[src/rtl/capture_pos_gen_if.sv]
// Video stream bundle between the input receiver, capture_pos_gen and the line buffer writer.
// The master side drives the incoming pixel stream and consumes the positioned stream.
// The slave side (capture_pos_gen) does the opposite.
interface capture_pos_gen_if #(
    parameter int unsigned H_CNT_W = 12
);
    logic [7:0]         R_i;
    logic [7:0]         G_i;
    logic [7:0]         B_i;
    logic               HSYNC_i;
    logic               VSYNC_i;
    logic               DE_i;
    logic [7:0]         R_o;
    logic [7:0]         G_o;
    logic [7:0]         B_o;
    logic               DE_o;
    logic [10:0]        xpos_o;
    logic [10:0]        ypos_o;
    logic               FID_o;
    logic               interlaced_o;
    logic               frame_change_o;
    logic [H_CNT_W-1:0] h_total_o;

    modport master (
        output R_i, G_i, B_i, HSYNC_i, VSYNC_i, DE_i,
        input  R_o, G_o, B_o, DE_o, xpos_o, ypos_o, FID_o, interlaced_o, frame_change_o,
               h_total_o
    );

    modport slave (
        input  R_i, G_i, B_i, HSYNC_i, VSYNC_i, DE_i,
        output R_o, G_o, B_o, DE_o, xpos_o, ypos_o, FID_o, interlaced_o, frame_change_o,
               h_total_o
    );
endinterface

[src/rtl/capture_pos_gen.sv]
// Capture-side timing front end: measures line length, detects field parity / interlacing and
// turns the raw RGB + sync stream into an xpos/ypos/DE/FID stream for the line buffer writer.
// Pipeline: input register, counter state, output register (sample at edge N -> outputs at N+2).
// Optional macro CAP_DE_MODE_EN: derive the active window from the source DE_i instead of the
// hv_in_config / hv_in_config2 window settings.
module capture_pos_gen #(
    parameter logic        SYNC_POL = 1'b0,
    parameter int unsigned H_CNT_W  = 12,
    parameter int unsigned V_CNT_W  = 11
) (
    input  logic             PCLK_CAP_i,
    input  logic             reset_i,
    input  logic [31:0]      hv_in_config,
    input  logic [31:0]      hv_in_config2,
    capture_pos_gen_if.slave vid
);
    logic               r_hs_in, r_vs_in, r_hs_prev, r_vs_prev;
    logic [23:0]        r_rgb_in, r_rgb_mid, r_rgb_o;
    logic [H_CNT_W-1:0] r_h_cnt, r_h_total, r_h_total_o;
    logic [V_CNT_W-1:0] r_v_cnt;
    logic               r_v_defer, r_fid_raw, r_fid, r_interlaced;
    logic               r_de_o, r_fid_o, r_il_o, r_fc_o;
    logic [10:0]        r_xpos_o, r_ypos_o;

    logic               w_hs_lead, w_vs_lead, w_vs_odd, w_il;
    logic [H_CNT_W-1:0] w_h_inc;
    logic [V_CNT_W-1:0] w_v_inc;
    logic               w_de;
    logic [10:0]        w_xpos, w_ypos;
    logic               w_unused_cfg;

    // Register inputs; syncs are normalised to active-high and delayed once for edge detect
    always_ff @(posedge PCLK_CAP_i) begin
        if (reset_i) begin
            r_hs_in   <= 1'b0;
            r_vs_in   <= 1'b0;
            r_hs_prev <= 1'b0;
            r_vs_prev <= 1'b0;
            r_rgb_in  <= '0;
            r_rgb_mid <= '0;
        end else begin
            r_hs_in   <= (vid.HSYNC_i == SYNC_POL);
            r_vs_in   <= (vid.VSYNC_i == SYNC_POL);
            r_hs_prev <= r_hs_in;
            r_vs_prev <= r_vs_in;
            r_rgb_in  <= {vid.R_i, vid.G_i, vid.B_i};
            r_rgb_mid <= r_rgb_in;
        end
    end

    assign w_hs_lead = r_hs_in & ~r_hs_prev;
    assign w_vs_lead = r_vs_in & ~r_vs_prev;
    assign w_h_inc   = (&r_h_cnt) ? r_h_cnt : r_h_cnt + H_CNT_W'(1);
    assign w_v_inc   = (&r_v_cnt) ? r_v_cnt : r_v_cnt + V_CNT_W'(1);
    // Vsync in the first half of a line (or together with hsync) marks an odd field
    assign w_vs_odd  = w_hs_lead || (r_h_cnt < (r_h_total >> 1));
    assign w_il      = (w_vs_odd != r_fid_raw);

    // Line/field counters, line length measurement and field parity tracking
    always_ff @(posedge PCLK_CAP_i) begin
        if (reset_i) begin
            r_h_cnt      <= '0;
            r_h_total    <= '0;
            r_v_cnt      <= '0;
            r_v_defer    <= 1'b0;
            r_fid_raw    <= 1'b1;
            r_fid        <= 1'b1;
            r_interlaced <= 1'b0;
        end else begin
            if (w_hs_lead) begin
                r_h_cnt   <= '0;
                r_h_total <= w_h_inc;
                // An even-field vsync defers its v reset to this hsync, which then does not count
                if (w_vs_lead || r_v_defer) begin
                    r_v_cnt <= '0;
                end else begin
                    r_v_cnt <= w_v_inc;
                end
            end else begin
                r_h_cnt <= w_h_inc;
                if (w_vs_lead && w_vs_odd) begin
                    r_v_cnt <= '0;
                end
            end

            if (w_vs_lead) begin
                r_v_defer    <= ~w_vs_odd;
                r_fid_raw    <= w_vs_odd;
                r_interlaced <= w_il;
                r_fid        <= w_il ? w_vs_odd : 1'b1;
            end else if (w_hs_lead) begin
                r_v_defer <= 1'b0;
            end
        end
    end

`ifdef CAP_DE_MODE_EN
    logic        r_de_in, r_de_prev, r_de_mid;
    logic [10:0] r_x, r_y;

    assign w_unused_cfg = ^{hv_in_config, hv_in_config2};

    // Capture source DE alongside the syncs
    always_ff @(posedge PCLK_CAP_i) begin
        if (reset_i) begin
            r_de_in   <= 1'b0;
            r_de_prev <= 1'b0;
        end else begin
            r_de_in   <= vid.DE_i;
            r_de_prev <= r_de_in;
        end
    end

    // x restarts on every DE rise; y restarts per field and steps after each DE line
    always_ff @(posedge PCLK_CAP_i) begin
        if (reset_i) begin
            r_de_mid <= 1'b0;
            r_x      <= '0;
            r_y      <= '0;
        end else begin
            r_de_mid <= r_de_in;
            if (r_de_in && !r_de_prev) begin
                r_x <= '0;
            end else if (r_de_in) begin
                r_x <= r_x + 11'd1;
            end
            if (w_vs_lead) begin
                r_y <= '0;
            end else if (!r_de_in && r_de_prev) begin
                r_y <= r_y + 11'd1;
            end
        end
    end

    assign w_de   = r_de_mid;
    assign w_xpos = r_x;
    assign w_ypos = r_y;
`else
    localparam int unsigned HXW = H_CNT_W + 1;
    localparam int unsigned VXW = V_CNT_W + 1;

    logic [HXW-1:0] w_hstart, w_hend, w_hcnt_x;
    logic [VXW-1:0] w_vstart, w_vend, w_vcnt_x;
    logic           w_line_act;

    assign w_unused_cfg = ^{vid.DE_i, hv_in_config[31:28], hv_in_config2[31:24]};

    // One extra bit keeps start+active from wrapping below the counter range
    assign w_hstart   = HXW'(hv_in_config[27:20]) + HXW'(hv_in_config[19:11]);
    assign w_hend     = w_hstart + HXW'(hv_in_config[10:0]);
    assign w_vstart   = VXW'(hv_in_config2[23:20]) + VXW'(hv_in_config2[19:11]);
    assign w_vend     = w_vstart + VXW'(hv_in_config2[10:0]);
    assign w_hcnt_x   = HXW'(r_h_cnt);
    assign w_vcnt_x   = VXW'(r_v_cnt);
    assign w_line_act = (w_vcnt_x >= w_vstart) && (w_vcnt_x < w_vend);
    assign w_de       = w_line_act && (w_hcnt_x >= w_hstart) && (w_hcnt_x < w_hend);
    assign w_xpos     = 11'(w_hcnt_x - w_hstart);
    assign w_ypos     = w_line_act ? 11'(w_vcnt_x - w_vstart) : 11'd0;
`endif

    // Output register: everything aligned to the pixel held in r_rgb_mid
    always_ff @(posedge PCLK_CAP_i) begin
        if (reset_i) begin
            r_rgb_o     <= '0;
            r_de_o      <= 1'b0;
            r_xpos_o    <= '0;
            r_ypos_o    <= '0;
            r_fid_o     <= 1'b1;
            r_il_o      <= 1'b0;
            r_fc_o      <= 1'b0;
            r_h_total_o <= '0;
        end else begin
            r_rgb_o     <= r_rgb_mid;
            r_de_o      <= w_de;
            r_xpos_o    <= w_de ? w_xpos : 11'd0;
            r_ypos_o    <= w_ypos;
            r_fid_o     <= r_fid;
            r_il_o      <= r_interlaced;
            r_fc_o      <= (r_v_cnt == '0);
            r_h_total_o <= r_h_total;
        end
    end

    assign vid.R_o            = r_rgb_o[23:16];
    assign vid.G_o            = r_rgb_o[15:8];
    assign vid.B_o            = r_rgb_o[7:0];
    assign vid.DE_o           = r_de_o;
    assign vid.xpos_o         = r_xpos_o;
    assign vid.ypos_o         = r_ypos_o;
    assign vid.FID_o          = r_fid_o;
    assign vid.interlaced_o   = r_il_o;
    assign vid.frame_change_o = r_fc_o;
    assign vid.h_total_o      = r_h_total_o;
endmodule

[src/flat_wrapper.sv]
// flat-port wrapper written by rule: the top's interface ports become plain ports
module capture_pos_gen_flat 
#(
    parameter logic        SYNC_POL = 1'b0,
    parameter int unsigned H_CNT_W  = 12,
    parameter int unsigned V_CNT_W  = 11
)
  (PCLK_CAP_i, reset_i, hv_in_config, hv_in_config2, vid_R_i, vid_G_i, vid_B_i, vid_HSYNC_i, vid_VSYNC_i, vid_DE_i, vid_R_o, vid_G_o, vid_B_o, vid_DE_o, vid_xpos_o, vid_ypos_o, vid_FID_o, vid_interlaced_o, vid_frame_change_o, vid_h_total_o);
  capture_pos_gen_if #(.H_CNT_W(H_CNT_W)) vid_i ();
  input  logic PCLK_CAP_i;
  input  logic reset_i;
  input  logic [31:0] hv_in_config;
  input  logic [31:0] hv_in_config2;
  input wire logic [$bits(vid_i.R_i)-1:0] vid_R_i;
  input wire logic [$bits(vid_i.G_i)-1:0] vid_G_i;
  input wire logic [$bits(vid_i.B_i)-1:0] vid_B_i;
  input wire logic [$bits(vid_i.HSYNC_i)-1:0] vid_HSYNC_i;
  input wire logic [$bits(vid_i.VSYNC_i)-1:0] vid_VSYNC_i;
  input wire logic [$bits(vid_i.DE_i)-1:0] vid_DE_i;
  output wire logic [$bits(vid_i.R_o)-1:0] vid_R_o;
  output wire logic [$bits(vid_i.G_o)-1:0] vid_G_o;
  output wire logic [$bits(vid_i.B_o)-1:0] vid_B_o;
  output wire logic [$bits(vid_i.DE_o)-1:0] vid_DE_o;
  output wire logic [$bits(vid_i.xpos_o)-1:0] vid_xpos_o;
  output wire logic [$bits(vid_i.ypos_o)-1:0] vid_ypos_o;
  output wire logic [$bits(vid_i.FID_o)-1:0] vid_FID_o;
  output wire logic [$bits(vid_i.interlaced_o)-1:0] vid_interlaced_o;
  output wire logic [$bits(vid_i.frame_change_o)-1:0] vid_frame_change_o;
  output wire logic [$bits(vid_i.h_total_o)-1:0] vid_h_total_o;
  assign vid_i.R_i = vid_R_i;
  assign vid_i.G_i = vid_G_i;
  assign vid_i.B_i = vid_B_i;
  assign vid_i.HSYNC_i = vid_HSYNC_i;
  assign vid_i.VSYNC_i = vid_VSYNC_i;
  assign vid_i.DE_i = vid_DE_i;
  assign vid_R_o = vid_i.R_o;
  assign vid_G_o = vid_i.G_o;
  assign vid_B_o = vid_i.B_o;
  assign vid_DE_o = vid_i.DE_o;
  assign vid_xpos_o = vid_i.xpos_o;
  assign vid_ypos_o = vid_i.ypos_o;
  assign vid_FID_o = vid_i.FID_o;
  assign vid_interlaced_o = vid_i.interlaced_o;
  assign vid_frame_change_o = vid_i.frame_change_o;
  assign vid_h_total_o = vid_i.h_total_o;
  capture_pos_gen #(.SYNC_POL(SYNC_POL), .H_CNT_W(H_CNT_W), .V_CNT_W(V_CNT_W)) u_core (.PCLK_CAP_i(PCLK_CAP_i), .reset_i(reset_i), .hv_in_config(hv_in_config), .hv_in_config2(hv_in_config2), .vid(vid_i));
endmodule
[config.mk]
export PLATFORM = sky130hd
export DESIGN_NAME = capture_pos_gen_flat
export DESIGN_NICKNAME = d
export VERILOG_FILES = /design/src/rtl/capture_pos_gen_if.sv /design/src/rtl/capture_pos_gen.sv /design/src/flat_wrapper.sv
export SDC_FILE = /design/constraint.sdc
export NUM_CORES = 1
export LEC_CHECK = 0
export ABC_AREA = 1
export CORE_MARGIN = 2
export CORE_UTILIZATION = 53
export CTS_CLUSTER_SIZE = 12
export DETAILED_ROUTE_END_ITERATION = 12
export GPL_ROUTABILITY_DRIVEN = 0
export PLACE_DENSITY = 0.89
export SYNTH_ARGS = -nofsm -noshare
export SYNTH_HDL_FRONTEND = slang
export SYNTH_SLANG_ARGS = --single-unit
[constraint.sdc]
create_clock -name PCLK_CAP_i -period 4.6 [get_ports PCLK_CAP_i]
set_input_delay 0.92 -clock PCLK_CAP_i [delete_from_list [all_inputs] [get_ports PCLK_CAP_i]]
set_output_delay 0.92 -clock PCLK_CAP_i [all_outputs]
set_load 0.02 [all_outputs]
==> results of run 1 <==
state kept, by name, indices dropped and copies added (netlist names), 11 cells and up:
register / cells
u_core.r_h_total: 12
u_core.vid.xpos_o: 11
u_core.r_rgb_mid: 24
u_core.r_rgb_in: 24
u_core.r_v_cnt: 11
u_core.r_h_cnt: 12
u_core.vid.h_total_o: 12
u_core.r_rgb_o: 24
u_core.vid.ypos_o: 11
worst max-delay path: cells and delay by family:
| family | cells | cell delay (ns) |
|---|---|---|
| xor gates and xnor gates | 2 | 0.48 |
| AOI/OAI and AO/OA | 7 | 0.93 |
| and+or+nand+nor | 9 | 0.83 |
| adders and majority gates | 3 | 0.85 |
| buffers and inverters | 4 | 0.77 |
through the flow:
stage	cells	total power, mW
after global routing	1547	4.09
after CTS	1545	3.85
after global placement	1513	2.44
after floorplan	1133	2.12
final	1547	3.87
after detailed placement	1513	2.48
logic make-up after synthesis:
logic type | Yosys count
AOI/OAI and AO/OA | 119
xor gates and xnor gates | 56
adders and majority gates | 94
buffers and inverters | 252
DFF | 153
and+or+nand+nor | 459
synthesized netlist by cell type, types with 7 or more instances:
cell / n
xnor2_1: 18
nor3_1: 12
nand3_1: 61
xor2_1: 38
o21bai_1: 9
o21ai_0: 25
nand4_1: 12
a21oi_1: 61
nor2_1: 175
nand2_1: 161
clkbuf_1: 13
dfxtp_1: 153
ha_1: 88
inv_1: 222
inv_2: 7
nor2_2: 14
how the worst min path moves through the flow:
| stage | start | to | slack (ns) | cells after the start |
|---|---|---|---|---|
| final | u_core.r_rgb_in[20] | u_core.r_rgb_mid[20] | 0.40 | 2 |
| after global routing | u_core.r_rgb_mid[21] | u_core.r_rgb_o[21] | 0.41 | 2 |
| after CTS | u_core.r_rgb_mid[15] | u_core.r_rgb_o[15] | 0.40 | 2 |
| after detailed placement | u_core.r_rgb_mid[15] | u_core.r_rgb_o[15] | 0.39 | 2 |
| after global placement | u_core.r_rgb_mid[2] | u_core.r_rgb_o[2] | 0.39 | 2 |
| after floorplan | u_core.r_rgb_in[0] | u_core.r_rgb_mid[0] | 0.39 | 2 |
layout make-up:
| type | instances | area (µm²) | area share [%] |
|---|---|---|---|
| clock buffers | 18 | 439 | 3.97 |
| flip-flops and latches | 153 | 3060 | 27.7 |
| inverters | 231 | 867 | 7.85 |
| multi-input cells | 728 | 4490 | 40.7 |
| repair buffers | 187 | 1770 | 16.0 |
| clock inverters | 14 | 149 | 1.35 |
| well taps | 216 | 270 | 2.45 |
what timing repair did:
item	4_1_cts	5_1_grt
hold endpoints to repair	0	0
resized for setup	0	22
setup endpoints to repair	0	23
buffers inserted	0	2
report_power, final:
group          total (mW)  internal (mW)  switching (mW)  leakage, nW
logic                1.08          0.482           0.596         3.87
registers            1.43           1.39          0.0383         1.25
clock network        1.37          0.782           0.587        0.285
layer usage:
| layer | up-vias | track usage [%] | wire length [µm] | share of wire (%) |
|---|---|---|---|---|
| met3 | 52 | 4.18 | 930 | 4.6 |
| li1 | 3900 | - | - | - |
| met2 | 267 | 43.6 | 10400 | 52 |
| met1 | 3460 | 27.4 | 8170 | 41 |
| met4 | 0 | 9.04 | 512 | 2.6 |
| met5 | - | 0 | 0 | 0 |
==> impl_results.md, run 1 <==
- Outcome: completed
- Die Y: around 130 µm
- IO Port Bufs: 141
- Reg2reg setup slack: 2.32 ns
- H-tree Lvls: 4
- Share of flip-flops with an asynchronous set or reset: 0%
- Register area share after synthesis: 36.4%
- Fmax: 227 MHz
- Syn_nets: 1320
- Die ar.: roughly 17000 µm²
- Worst Setup End Kind: flip-flop
- CTS Buf Count: 17
- Post-synthesis simple-gate area fraction: 23.8%
- Tmin final: 4.40 ns
- Synth top area cells: dfxtp_1, ha_1, inv_1
- Crit path arrival time: 4.75 ns
- Total Wirelength: 20.0 mm
- Clock latency on the worst-skew pair: 0.42 ns
- Clock-pin slew of the registers on the worst-case setup and hold paths: 0.07 ns
- Final worst slack: just over 0.2 ns
- Worst reg2reg path depth: 10
- Fill cells: 1166
- Hold WC Path Type: reg -> reg
- CTS tree: yes
- Max IR drop VDD: ~0.27 mV
- # clock sinks: 153
- XOR/XNOR Fraction of Synth Area: 5.82%
- End point of the critical path: u_core.vid.xpos_o[10]
- Max_slew headroom: 54.9%
- Crit share post-route: 95.6%
- DR vias: 7679
- Avg WL per Cell: between 10 and 15 µm
- Final antenna-violating net count: 0
- Maximum clock path buffer count: 2
- Vias per inst: 4.96
- Post-Synth Adder-Cell Area: 14.5%
- Share of cells above drive strength 1: about a tenth
- Worst Path Required: 4.95 ns
- Synthesized area: 8430 µm²
- Syn_area_per_cell: approximately 7.4 µm²
- Worst r2r src: u_core.r_h_cnt[7]
- Final Hold Viols: 0
- Post-synthesis mux area share: 0%
- Area leader, netlist: dfxtp_1
- Starting Density: 53.6%
- HPWL Detailed: 14.8 mm
- R2r endpoint: u_core.r_v_cnt[1]
- Max Cap Violations: 0
- Endpoints failing setup: 0
- Post-synth EDFFs: 0
- Slowest-stage cell, CP: clkdlybuf4s50_1
- Start point of the critical path: hv_in_config[12]
- Final Skew: 0.00855 ns
- Pleak: 5.41 nW
- CTS root buf: clkbuf_16
- Slew @ Worst Pin: 0.676 ns
- Pre-CTS WS: -0.386 ns
- Final core occ: 70.3%
- Vias in the first global route: 7132
- Critical setup path kind: in -> reg
- Synth Flop Type: dfxtp_1
- Pin count of the biggest net entering global routing: 70
- Slowest cell delay on critical path: 0.42 ns
- Core area: ~16000 µm²
- CP startpoint kind: primary input
- Compound-Gate Fraction of Synth Area: about 7.9%
- Total Routing Usage GR: 23.7%
- Final hold slack: 0.401 ns
- DRC Markers: 0
- Hold_buf cts: 0
- GRT Residual Overflow: 0
- Die X: 130 µm
- Row cnt: 46
- ANT cells: 0
- Most common cell after layout, fill and taps aside: inv_1
- Most frequent cells in the layout: inv_1, nor2_1, nand2_1, dfxtp_1, clkdlybuf4s50_1
- Synth warn: 0
- Final nets: 1505
- Power per Cell Area: 351 nW/µm²
- Area added between synthesis and finish: 31.1%
- # IOs: 155
- Largest family of logic cells by synthesized area: simple AND/OR/NAND/NOR gates
- Initial detailed-routing violation count: 590
- Post-placement cell area: 10300 µm²
- Initial DRT Pass Iterations: 5
- First-pass GRT wire length: 32.1 mm
- Max FO, Critical Path: 12
- Yosys top cell area share: 36.4%
- Synth Register Bits: 153
- Setup TNS: 0 ns
- Initial antenna violation count: 0
- Finished Cell Area: between 10000 and 15000 µm²
- Syn Inst Count: between 1000 and 1500
- CP most frequent cell: nor2_1
- Max Transition Viols Final: 0
- Netlist cell types: 39
Note: power is estimated with default switching activity, not from simulation.
==> inputs of run 2 (changes only) <==
ABC_AREA = default   (was 1)
CORE_UTILIZATION = 52   (was 53)
PLACE_DENSITY = 0.88   (was 0.89)
==> run 2 against run 1 <==
Net effect:
- the flow now finishes with violations (negative setup slack)
- largest power group unchanged
- register-to-register slack got worse by 0.99 ns
- power is 2.5% lower
- clock-buffer cell count rose by 1
- critical endpoint is now u_core.vid.xpos_o[8]
- largest cell class unchanged
- synthesized cell count is 24% lower
- first-iteration DRC count decreased by 21%
- wire length up 2.0%
- fmax down 7.7%
==> impl_results.md, run 2 <==
- Clock latency on the worst-skew pair: 0.41 ns
- Register area share after synthesis: 38.7%
- Netlist cell types: 66
- Synth top area cells: dfxtp_1, ha_1, nor2b_1
- Die Y: 127 µm
- Multi-input logic area: 4970 µm²
- # clock sinks: 153
- Slowest-stage cell, CP: fa_2
- Outcome: complete, but fails checks
- Most frequent cells after synthesis: dfxtp_1, nor2b_1, ha_1
- Worst r2r src: u_core.r_h_cnt[0]
- H-tree Lvls: 4
- Reg2reg setup slack: 1.33 ns
- Metal3 WL: 1.15 mm
- Die ar.: between 15000 and 20000 µm²
- HPWL Detailed: 13.3 mm
- Synth warn: 0
- Core area: 15000 µm²
- Avg WL per Cell: around 16 µm
- DR WL met2: 9.88 mm
- Worst reg2reg path depth: 11
- Max Transition Viols Final: 0
- Synth Register Bits: about 150
- Maximum clock path buffer count: 2
- CP startpoint kind: primary input
- First-pass GRT wire length: 30.3 mm
- Critical setup path kind: in -> reg
- Initial antenna violation count: 0
- Starting Density: 52.7%
- Fill cells: 972
- M1 WL: 8.71 mm
- Register area: 3060 µm²
- Final core occ: ~75%
- Max FO, Critical Path: 6
- Vias in the first global route: 6682
- # IOs: roughly 160
- Tmin final: 4.77 ns
- Die X: about 130 µm
- Syn_nets: 1050
- Largest registers: u_core.r_rgb_in x24, u_core.r_rgb_mid x24, u_core.r_rgb_o x24
- Initial DRT Pass Iterations: 6
- Yosys top cell area share: 38.7%
- Vias per inst: 5.49
- Fmax: between 200 and 250 MHz
- CTS root buf: clkbuf_16
- Most frequent cells in the layout: dfxtp_1, clkdlybuf4s50_1, buf_4, nor2b_1, nor2_1
- Hold_buf cts: 0
- Syn Inst Count: 863
- R2r endpoint: u_core.vid.xpos_o[8]
- Max_slew headroom: 42.0%
- Count leader, synth: dfxtp_1
- Total Wirelength: 20.4 mm
- IO Port Bufs: 141
- Final Skew: 0.00780 ns
- DR vias: around 7000
- Final nets: approximately 1300
- End point of the critical path: u_core.vid.xpos_o[8]
- Share of flip-flops with an asynchronous set or reset: 0%
- Row cnt: 45
- Slew @ Worst Pin: roughly 0.87 ns
- Post-synth EDFFs: 0
- Area leader, netlist: dfxtp_1
- Endpoints failing setup: 12
- GRT Residual Overflow: 0
- Crit path arrival time: ~5.1 ns
- CTS tree: yes
- Unrepaired setup endpoints after global routing: yes
- ANT cells: 0
- Synthesized area: 7920 µm²
- DRC Markers: 0
- Total Routing Usage GR: between 20% and 30%
- Failing checks: negative setup slack
- Max IR drop VDD: 0.286 mV
- Top Metal Used: met4
- Hold WC Path Type: reg -> reg
- Slowest cell delay on critical path: 0.53 ns
- Most common cell after layout, fill and taps aside: dfxtp_1
- Synth Flop Type: dfxtp_1
- Worst Setup End Kind: flip-flop
- Share of cells above drive strength 1: 19.3%
- Syn_area_per_cell: ~9.2 µm²
- Non-filler instance count after layout: about 1300
- Start point of the critical path: hv_in_config[20]
- Pleak: 4.82 nW
- Clock-pin slew of the registers on the worst-case setup and hold paths: 0.06 ns
- Crit share post-route: 104%
- Area added between synthesis and finish: 42.6%
- Final Hold Viols: 0
- Power per Cell Area: 334 nW/µm²
- Pin count of the biggest net entering global routing: 99
- Initial detailed-routing violation count: around 470
- Worst Path Required: 4.91 ns
- CTS Buf Count: 17
- Cell count after placement: between 1000 and 1500
- Max Cap Violations: 0
- Final antenna-violating net count: 0
- Crit path cell chain: buf_6, ha_4, inv_2, fa_2, inv_1, ha_1, a21o_1, a21oi_1, nor2b_1, o21ai_0, buf_4, nor2b_1, xor2_1, ha_1, nand4_1, nand3_1, o2111ai_1, o311ai_4, buf_4, a2111oi_4
- Final worst slack: -0.165 ns
## run 2: changes by cell type after synthesis, sizes merged, moves of 8 or more
cell    before  now
or3          0   10
nand3       66   14
a21oi       61   34
xor2        38   24
nand2      167   38
inv        229   47
xnor2       18   29
o21ai       26   34
a211oi       0   20
nor2b        0   91
nand2b       0   15
nor3        13   21
nor2       191   87
## run 2: what timing repair did
item,4_1_cts,5_1_grt
pin swaps,37,55
gates resized for setup,49,67
endpoints found under the hold margin,0,0
endpoints found under the setup margin,23,23
gates cloned,0,0
setup buffers,8,11
## run 2: worst min path at each step
stage                         start             endpoint  slack, ns  cells after the start
2_1_floorplan    u_core.r_rgb_in[0]  u_core.r_rgb_mid[0]       0.41                      1
4_1_cts        u_core.r_rgb_mid[21]   u_core.r_rgb_o[21]       0.44                      1
3_3_place_gp     u_core.r_rgb_in[4]  u_core.r_rgb_mid[4]       0.42                      1
3_5_place_dp   u_core.r_rgb_mid[12]   u_core.r_rgb_o[12]       0.42                      1
5_1_grt          u_core.r_rgb_in[0]  u_core.r_rgb_mid[0]       0.45                      1
6_report       u_core.r_rgb_mid[21]   u_core.r_rgb_o[21]       0.43                      1
## run 2: cell type report
cell class | instances | area share (%)
Clock buffer | 19 | 3.92
Clock inverter | 11 | 1.31
Inverter | 47 | 1.56
Multi-Input combinational cell | 638 | 44.0
Sequential cell | 153 | 27.1
Tap cell | 188 | 2.08
Timing Repair Buffer | 249 | 20.0
## run 2: per-stage QoR
| stage | power [mW] | setup TNS, ns | worst slack [ns] | hold WS, ns | cell area, µm² |
|---|---|---|---|---|---|
| finish | 3.78 | -0.991 | -0.165 | 0.428 | 11300 |
| global route | 3.94 | -3.74 | -0.330 | 0.448 | 11300 |
| CTS | 3.69 | -0.111 | -0.0520 | 0.436 | 10900 |
| detailed placement | 2.28 | -18.30 | -1.04 | 0.423 | 10200 |
| global placement | 2.25 | -15.22 | -0.767 | 0.416 | 10200 |
| floorplan | 1.94 | -0.212 | -0.0989 | 0.414 | 7980 |
## run 2: logic make-up (layout without fill, tap and decap cells)
family	Yosys count	count (layout)	share of synthesized area, %
AOI/OAI and AO/OA	161	161	13.9
buffers and inverters	72	326	3.76
and+or+nand+nor	326	326	21.8
xor gates and xnor gates	53	53	5.86
DFF	153	153	38.7
adders and majority gates	94	94	15.4
muxes	4	4	0.522
## run 2: layer usage
layer / GRT usage [%] / up-vias
li1: - / 3503
met1: 29.0 / 3300
met2: 39.9 / 304
met3: 4.65 / 63
met4: 6.27 / 0
met5: 0 / -
## run 2: report_power, final
group | internal, mW | switching, mW
sequential | 1.37 | 0.0191
combinational | 0.517 | 0.488
clock | 0.862 | 0.523
## run 2: worst max-delay path: cells and delay by family
family	cells	cell delay, ns
and+or+nand+nor	4	0.50
xor gates and xnor gates	1	0.23
buffers and inverters	5	0.57
AOI/OAI and AO/OA	6	1.64
adders and majority gates	4	1.23
